### src/rtl/rom_rd_pkg.sv
// Shared types and sizing helpers for the ROM burst reader.
package rom_rd_pkg;

   typedef enum logic [1:0] {
      IDLE  = 2'd0,
      ISSUE = 2'd1,
      DRAIN = 2'd2
   } state_e;

   localparam int FIFO_DEPTH_DEFAULT = 4;
   localparam int CREDIT_W_DEFAULT   = $clog2(FIFO_DEPTH_DEFAULT + 1);

   // Counter width able to hold every value from 0 to depth inclusive.
   function automatic int credit_width(input int depth);
      return $clog2(depth + 1);
   endfunction

endpackage

### src/rtl/rom_burst_reader_if.sv
// Request, ROM-port and output-stream signals of the ROM burst reader.
interface rom_burst_reader_if #(
   parameter int ADDR_W = 2,
   parameter int DATA_W = 4
);

   logic              req_valid;
   logic              req_ready;
   logic [ADDR_W-1:0] req_addr;
   logic [ADDR_W-1:0] req_len;
   logic              rom_cs;
   logic              rom_rd_en;
   logic [ADDR_W-1:0] rom_addr;
   logic [DATA_W-1:0] rom_data;
   logic              out_valid;
   logic              out_ready;
   logic [DATA_W-1:0] out_data;
   logic              out_last;
   logic              busy;

   modport slave (
      input  req_valid, req_addr, req_len, rom_data, out_ready,
      output req_ready, rom_cs, rom_rd_en, rom_addr, out_valid, out_data, out_last, busy
   );

   modport master (
      output req_valid, req_addr, req_len, rom_data, out_ready,
      input  req_ready, rom_cs, rom_rd_en, rom_addr, out_valid, out_data, out_last, busy
   );

endinterface

### src/rtl/rom_rd_fifo.sv
// Registered synchronous FIFO holding {last, data} words for the output stream.
module rom_rd_fifo
   import rom_rd_pkg::*;
#(
   parameter int WIDTH = 5,
   parameter int DEPTH = 4
) (
   input  logic                            clk,
   input  logic                            rst_n,
   input  logic                            push_i,
   input  logic [WIDTH-1:0]                data_i,
   input  logic                            pop_i,
   output logic [WIDTH-1:0]                data_o,
   output logic                            full_o,
   output logic                            empty_o,
   output logic [credit_width(DEPTH)-1:0] count_o
);

   localparam int AW    = $clog2(DEPTH);
   localparam int CNT_W = credit_width(DEPTH);

   logic [WIDTH-1:0] mem_q [DEPTH];
   logic [AW-1:0]    wrPtr_q;
   logic [AW-1:0]    rdPtr_q;
   logic [CNT_W-1:0] count_q;
   logic             doPush;
   logic             doPop;

   assign full_o  = (count_q == CNT_W'(DEPTH));
   assign empty_o = (count_q == '0);
   assign doPush  = push_i && !full_o;
   assign doPop   = pop_i && !empty_o;
   assign data_o  = mem_q[rdPtr_q];
   assign count_o = count_q;

   // Pointers wrap naturally because DEPTH is a power of two.
   always_ff @(posedge clk or negedge rst_n) begin
      if (!rst_n) begin
         wrPtr_q <= '0;
         rdPtr_q <= '0;
         count_q <= '0;
      end else begin
         if (doPush) begin
            wrPtr_q <= wrPtr_q + 1'b1;
         end
         if (doPop) begin
            rdPtr_q <= rdPtr_q + 1'b1;
         end
         count_q <= count_q + CNT_W'(doPush) - CNT_W'(doPop);
      end
   end

   always_ff @(posedge clk) begin
      if (doPush) begin
         mem_q[wrPtr_q] <= data_i;
      end
   end

endmodule

### src/rtl/rom_burst_reader.sv
// Burst read sequencer: issues one ROM read per credit and streams the words out through a FIFO.
module rom_burst_reader
   import rom_rd_pkg::*;
#(
   parameter int ADDR_W     = 2,
   parameter int DATA_W     = 4,
   parameter int RD_LAT     = 1,
   parameter int FIFO_DEPTH = 4
) (
   input logic                clk,
   input logic                rst_n,
   rom_burst_reader_if.slave  bus
);

   localparam int CNT_W = credit_width(FIFO_DEPTH);

   state_e            state_q, state_d;
   logic [ADDR_W-1:0] curAddr_q, curAddr_d;
   logic [ADDR_W-1:0] remLen_q, remLen_d;
   logic [ADDR_W-1:0] romAddr_q, romAddr_d;
   logic              romCs_q, romCs_d;
   logic              issueLast_q, issueLast_d;
   logic [RD_LAT-1:0] pipeValid_q;
   logic [RD_LAT-1:0] pipeLast_q;

   logic              fifoPush;
   logic              fifoPop;
   logic              fifoFull;
   logic              fifoEmpty;
   logic [CNT_W-1:0]  fifoCount;
   logic [DATA_W:0]   fifoDin;
   logic [DATA_W:0]   fifoDout;

   int                inflight;
   logic              credit;

   // Words already issued but not yet in the FIFO still own a FIFO slot.
   always_comb begin
      inflight = int'(romCs_q);
      for (int i = 0; i < RD_LAT; i++) begin
         inflight = inflight + int'(pipeValid_q[i]);
      end
      credit = (int'(fifoCount) + inflight) < FIFO_DEPTH;
   end

   always_comb begin
      state_d     = state_q;
      curAddr_d   = curAddr_q;
      remLen_d    = remLen_q;
      romCs_d     = 1'b0;
      romAddr_d   = romAddr_q;
      issueLast_d = 1'b0;
      case (state_q)
         IDLE: begin
            if (bus.req_valid) begin
               curAddr_d = bus.req_addr;
               remLen_d  = bus.req_len;
               state_d   = ISSUE;
            end
         end
         ISSUE: begin
            if (credit) begin
               romCs_d     = 1'b1;
               romAddr_d   = curAddr_q;
               issueLast_d = (remLen_q == '0);
               curAddr_d   = curAddr_q + 1'b1;
               remLen_d    = remLen_q - 1'b1;
               if (remLen_q == '0) begin
                  state_d = DRAIN;
               end
            end
         end
         DRAIN: begin
            if (fifoPop && fifoDout[DATA_W]) begin
               state_d = IDLE;
            end
         end
         default: begin
            state_d = IDLE;
         end
      endcase
   end

   always_ff @(posedge clk or negedge rst_n) begin
      if (!rst_n) begin
         state_q     <= IDLE;
         curAddr_q   <= '0;
         remLen_q    <= '0;
         romAddr_q   <= '0;
         romCs_q     <= 1'b0;
         issueLast_q <= 1'b0;
      end else begin
         state_q     <= state_d;
         curAddr_q   <= curAddr_d;
         remLen_q    <= remLen_d;
         romAddr_q   <= romAddr_d;
         romCs_q     <= romCs_d;
         issueLast_q <= issueLast_d;
      end
   end

   // Delay line matching the ROM read latency so the tag lines up with rom_data.
   always_ff @(posedge clk or negedge rst_n) begin
      if (!rst_n) begin
         pipeValid_q <= '0;
         pipeLast_q  <= '0;
      end else begin
         pipeValid_q[0] <= romCs_q;
         pipeLast_q[0]  <= issueLast_q;
         for (int i = 1; i < RD_LAT; i++) begin
            pipeValid_q[i] <= pipeValid_q[i-1];
            pipeLast_q[i]  <= pipeLast_q[i-1];
         end
      end
   end

   assign fifoPush = pipeValid_q[RD_LAT-1];
   assign fifoDin  = {pipeLast_q[RD_LAT-1], bus.rom_data};
   assign fifoPop  = !fifoEmpty && bus.out_ready;

   rom_rd_fifo #(
      .WIDTH (DATA_W + 1),
      .DEPTH (FIFO_DEPTH)
   ) u_fifo (
      .clk     (clk),
      .rst_n   (rst_n),
      .push_i  (fifoPush),
      .data_i  (fifoDin),
      .pop_i   (fifoPop),
      .data_o  (fifoDout),
      .full_o  (fifoFull),
      .empty_o (fifoEmpty),
      .count_o (fifoCount)
   );

   assign bus.req_ready = (state_q == IDLE);
   assign bus.busy      = (state_q != IDLE);
   assign bus.rom_cs    = romCs_q;
   assign bus.rom_rd_en = romCs_q;
   assign bus.rom_addr  = romAddr_q;
   assign bus.out_valid = !fifoEmpty;
   assign bus.out_data  = fifoDout[DATA_W-1:0];
   assign bus.out_last  = fifoDout[DATA_W];

   noOverflow: assert property (@(posedge clk) disable iff (!rst_n) !(fifoPush && fifoFull));

endmodule

### src/flat_wrapper.sv
// flat-port wrapper written by rule: the top's interface ports become plain ports
module rom_burst_reader_flat import rom_rd_pkg::*;
#(
   parameter int ADDR_W     = 2,
   parameter int DATA_W     = 4,
   parameter int RD_LAT     = 1,
   parameter int FIFO_DEPTH = 4
)
  (clk, rst_n, bus_req_valid, bus_req_addr, bus_req_len, bus_rom_data, bus_out_ready, bus_req_ready, bus_rom_cs, bus_rom_rd_en, bus_rom_addr, bus_out_valid, bus_out_data, bus_out_last, bus_busy);
  rom_burst_reader_if #(.ADDR_W(ADDR_W), .DATA_W(DATA_W)) bus_i ();
  input logic clk;
  input logic rst_n;
  input wire logic [$bits(bus_i.req_valid)-1:0] bus_req_valid;
  input wire logic [$bits(bus_i.req_addr)-1:0] bus_req_addr;
  input wire logic [$bits(bus_i.req_len)-1:0] bus_req_len;
  input wire logic [$bits(bus_i.rom_data)-1:0] bus_rom_data;
  input wire logic [$bits(bus_i.out_ready)-1:0] bus_out_ready;
  output wire logic [$bits(bus_i.req_ready)-1:0] bus_req_ready;
  output wire logic [$bits(bus_i.rom_cs)-1:0] bus_rom_cs;
  output wire logic [$bits(bus_i.rom_rd_en)-1:0] bus_rom_rd_en;
  output wire logic [$bits(bus_i.rom_addr)-1:0] bus_rom_addr;
  output wire logic [$bits(bus_i.out_valid)-1:0] bus_out_valid;
  output wire logic [$bits(bus_i.out_data)-1:0] bus_out_data;
  output wire logic [$bits(bus_i.out_last)-1:0] bus_out_last;
  output wire logic [$bits(bus_i.busy)-1:0] bus_busy;
  assign bus_i.req_valid = bus_req_valid;
  assign bus_i.req_addr = bus_req_addr;
  assign bus_i.req_len = bus_req_len;
  assign bus_i.rom_data = bus_rom_data;
  assign bus_i.out_ready = bus_out_ready;
  assign bus_req_ready = bus_i.req_ready;
  assign bus_rom_cs = bus_i.rom_cs;
  assign bus_rom_rd_en = bus_i.rom_rd_en;
  assign bus_rom_addr = bus_i.rom_addr;
  assign bus_out_valid = bus_i.out_valid;
  assign bus_out_data = bus_i.out_data;
  assign bus_out_last = bus_i.out_last;
  assign bus_busy = bus_i.busy;
  rom_burst_reader #(.ADDR_W(ADDR_W), .DATA_W(DATA_W), .RD_LAT(RD_LAT), .FIFO_DEPTH(FIFO_DEPTH)) u_core (.clk(clk), .rst_n(rst_n), .bus(bus_i));
endmodule
### config.mk
export PLATFORM = sky130hd
export DESIGN_NAME = rom_burst_reader_flat
export DESIGN_NICKNAME = d
export VERILOG_FILES = /design/src/rtl/rom_rd_pkg.sv /design/src/rtl/rom_burst_reader_if.sv /design/src/rtl/rom_rd_fifo.sv /design/src/rtl/rom_burst_reader.sv /design/src/flat_wrapper.sv
export SDC_FILE = /design/constraint.sdc
export NUM_CORES = 1
export LEC_CHECK = 0
export ABC_AREA = 0
export BUFFER_PORTS_ARGS = -buffer_cell sky130_fd_sc_hd__buf_4
export CAP_MARGIN = 10
export CORE_UTILIZATION = 45
export DETAILED_ROUTE_END_ITERATION = 10
export PLACE_DENSITY = 0.7
export SLEW_MARGIN = 20
export SYNTH_ARGS = -nofsm -noshare
export SYNTH_HDL_FRONTEND = slang
export SYNTH_SLANG_ARGS = --single-unit
### constraint.sdc
create_clock -name clk -period 2.5 [get_ports clk]
set_input_delay 0.125 -clock clk [delete_from_list [all_inputs] [get_ports clk]]
set_output_delay 0.125 -clock clk [all_outputs]
set_load 0.005 [all_outputs]
==> out/metrics.cfg <==
[setup_path]
crit_path_cell_trace=o31a_2 -> ha_1 -> inv_1 -> ha_1 -> inv_1 -> fa_1 -> xnor2_1 -> xnor2_1
criticalPathCategory=register to register
cp.required_ns=2.72
crit_fanout=6
rr_startpoint=u_core.u_fifo.count_o[2]
crit_path_end_kind=register
cp_top_family=adder cells
crit_arrival_ns=2.37
cp-start-kind=register
cp_num_buf_inv=2
cpPeakStageDelay_ns=0.46
slowest_stage=dfrtp_1
critPathLaunch=u_core.u_fifo.count_o[2]

[sta]
tightest_slew_ns=0.425
max_slew_margin=0.716
rsz0062_at_grt=no
finalSetupTns_ns=0
setup_viol=0
final.period_utilization=0.861
maxSlewViolCount=0
hold_viol=0
max_freq_ghz=0.465
worst_clock_skew_ns=0.00459
layout_min_cycle_time_ns=2.15

[routing]
drc=0
vias_per_cell=5.20
antenna_left=0
wl_per_cell_um=14.1
drt_iter0_markers=38
vias=1020
totalWireLength_mm=2.77
dr.pass1.iters=4

[placement]
place_inst=187
buffer_ports.inserted=23
dp_hpwl_mm=2.00
gp_congestion=0.847

[logic_synthesis]
ys_warn_count=0
syn_inst=119
synth_top_area_frac=0.343
synth_most_common_cell=edfxtp_1
avgSynthCellArea_um2=14.7
synthArstFlopShare=0.487
synth_common_cells=edfxtp_1, dfrtp_1, inv_1, ha_1
synth_edf_count=20
synthDistinctLibCells=43
synth_nets=141
yosysSeqAreaShare=0.614
synth_top_cell_by_area=edfxtp_1
netlist_top_cells_area=edfxtp_1, dfrtp_1, ha_1
ys_ff_latch=39
ys.flop_type=edfxtp_1
synth_area_um2=1750

[die]
boundaryPins=24
core_um2=3690
die_area_um2=4150
row_count=22
chipWidth_um=64.4
initial_core_util=0.475
die_h_um=64.4

[pwr]
switching_share=0.337
combPwrFrac=0.376
p_switching_mw=0.889
leakage_nw=0.874
p_seq_frac=0.424
internal_power_mw=1.75
pwr-share-clk=0.200
ir_drop_mv=0.635
p_per_area_nw_per_um2=1260

[clock_network]
cts_buffer_depth=2
insertion_delay_ns=0.29
cts.sinks=39
htreeDepth=2
cts_root_buf=clkbuf_8
cts_tree=yes
post_cts_buffers=0
clk_pin_slew_worst_paths_ns=0.08
numCtsBuffers=5

[min_path]
min_path_type=input pin to register
min_from=bus_rom_data[1]

[layout]
area_delta_synth_final_pct=19.3
nets=169
layout-drive-gt1-share=0.297
fin_cells=196
antenna_cells=0
utilization=0.566

[run]
maxCapViolCount=0

[global_routing]
grt_overflow=0
antenna_found_initial=0
grt_max_degree=20
grt_pass1_wl_mm=4.69
grt_util_all_layers=0.154
grt_pass1_vias=1052

[run_status]
status=finished clean

## through the flow
stage / instance area, um^2 / hold WS [ns] / worst slack [ns] / power, mW
2_1_floorplan: 1750 / -0.171 / 0.352 / 1.79
3_3_place_gp: 1960 / 0.0143 / 0.427 / 2.08
3_5_place_dp: 1960 / 0.0148 / 0.354 / 2.13
4_1_cts: 2090 / 0.0266 / 0.349 / 2.67
5_1_grt: 2090 / 0.0171 / 0.201 / 2.83
6_report: 2090 / 0.0342 / 0.348 / 2.64
## state kept, by name, indices dropped and copies added (netlist names)
signal	cells
u_core.bus.rom_addr	2
u_core.u_fifo.mem_q	20
u_core.state_q	2
u_core.issueLast_q	1
u_core.u_fifo.rdPtr_q	2
u_core.bus.rom_cs	1
u_core.u_fifo.wrPtr_q	2
u_core.u_fifo.count_o	3
u_core.remLen_q	2
u_core.fifoPush	1
u_core.pipeLast_q	1
u_core.curAddr_q	2
## per-layer routing
| layer | routed length (um) | vias up | part of all wire | GRT usage |
|---|---|---|---|---|
| met1 | 1280 | 507 | 0.46 | 0.192 |
| met4 | 31 | 0 | 0.011 | 0.0639 |
| li1 | - | 488 | - | - |
| met3 | 106 | 5 | 0.038 | 0.0518 |
| met2 | 1350 | 20 | 0.49 | 0.246 |
| met5 | 0 | - | 0 | 0 |
## cells in the final DEF, fill, tap and decap left out, types with 2 or more instances in the layout
cell type,instances
xnor2_1,4
mux4_2,5
buf_4,24
ha_1,9
nand2_1,5
clkbuf_8,5
inv_1,10
nand2b_1,3
mux2_2,2
edfxtp_1,20
a211oi_1,2
nor2_1,5
dfrtp_1,19
and2_1,4
## timing repair
item                                    4_1_cts  5_1_grt
endpoints found under the setup margin        0        0
gates resized for setup                       0        0
hold buffers                                  1        0
endpoints found under the hold margin        19        0
## logic make-up (layout without fill, tap and decap cells)
| kind of cell | after synthesis | in the layout | synth area share |
|---|---|---|---|
| buffers and inverters | 14 | 43 | 0.0371 |
| AOI/OAI and AO/OA | 15 | 15 | 0.0743 |
| xor gates and xnor gates | 5 | 5 | 0.0250 |
| and+or+nand+nor | 27 | 27 | 0.0843 |
| DFF | 39 | 39 | 0.614 |
| adders and majority gates | 10 | 10 | 0.0757 |
| muxes | 9 | 9 | 0.0893 |
## final timing paths
check / endpoint / slack, ns / cells past startpoint
max in group asynchronous: u_core.u_fifo.wrPtr_q[1] / 2.06 / 2
min: u_core.u_fifo.mem_q[2][1] / 0.03 / 1
min reg2reg: u_core.pipeLast_q / 0.36 / 0
max: u_core.u_fifo.count_o[2] / 0.35 / 8
max reg2reg: u_core.u_fifo.count_o[2] / 0.35 / 8
min in group asynchronous: u_core.u_fifo.count_o[2] / 0.24 / 2
## final cells by class
type | instances | area, um^2
repair buffers | 25 | 190
clock buffers | 5 | 68.8
clock inverters | 3 | 46.3
fillers | 306 | 1600
well taps | 48 | 60.1
multi-input cells | 66 | 611
flip-flops and latches | 39 | 1080
inverters | 10 | 37.5
## power groups by stage
stage	registers, mW	clock network (mW)	logic (mW)
after CTS	1.12	0.539	1.00
final	1.12	0.528	0.992
after detailed placement	1.14	0	0.993
after global routing	1.16	0.565	1.10
after floorplan	1.03	0	0.760
after global placement	1.12	0	0.968
## worst reg2reg max path, stage by stage (launching register included)
cell and delay, ns:
dfrtp_1 0.46, o31a_2 0.41, ha_1 0.28, inv_1 0.06, ha_1 0.13, inv_1 0.05, fa_1 0.38, xnor2_1 0.19
xnor2_1 0.13
(Power assumes the default switching activity.)
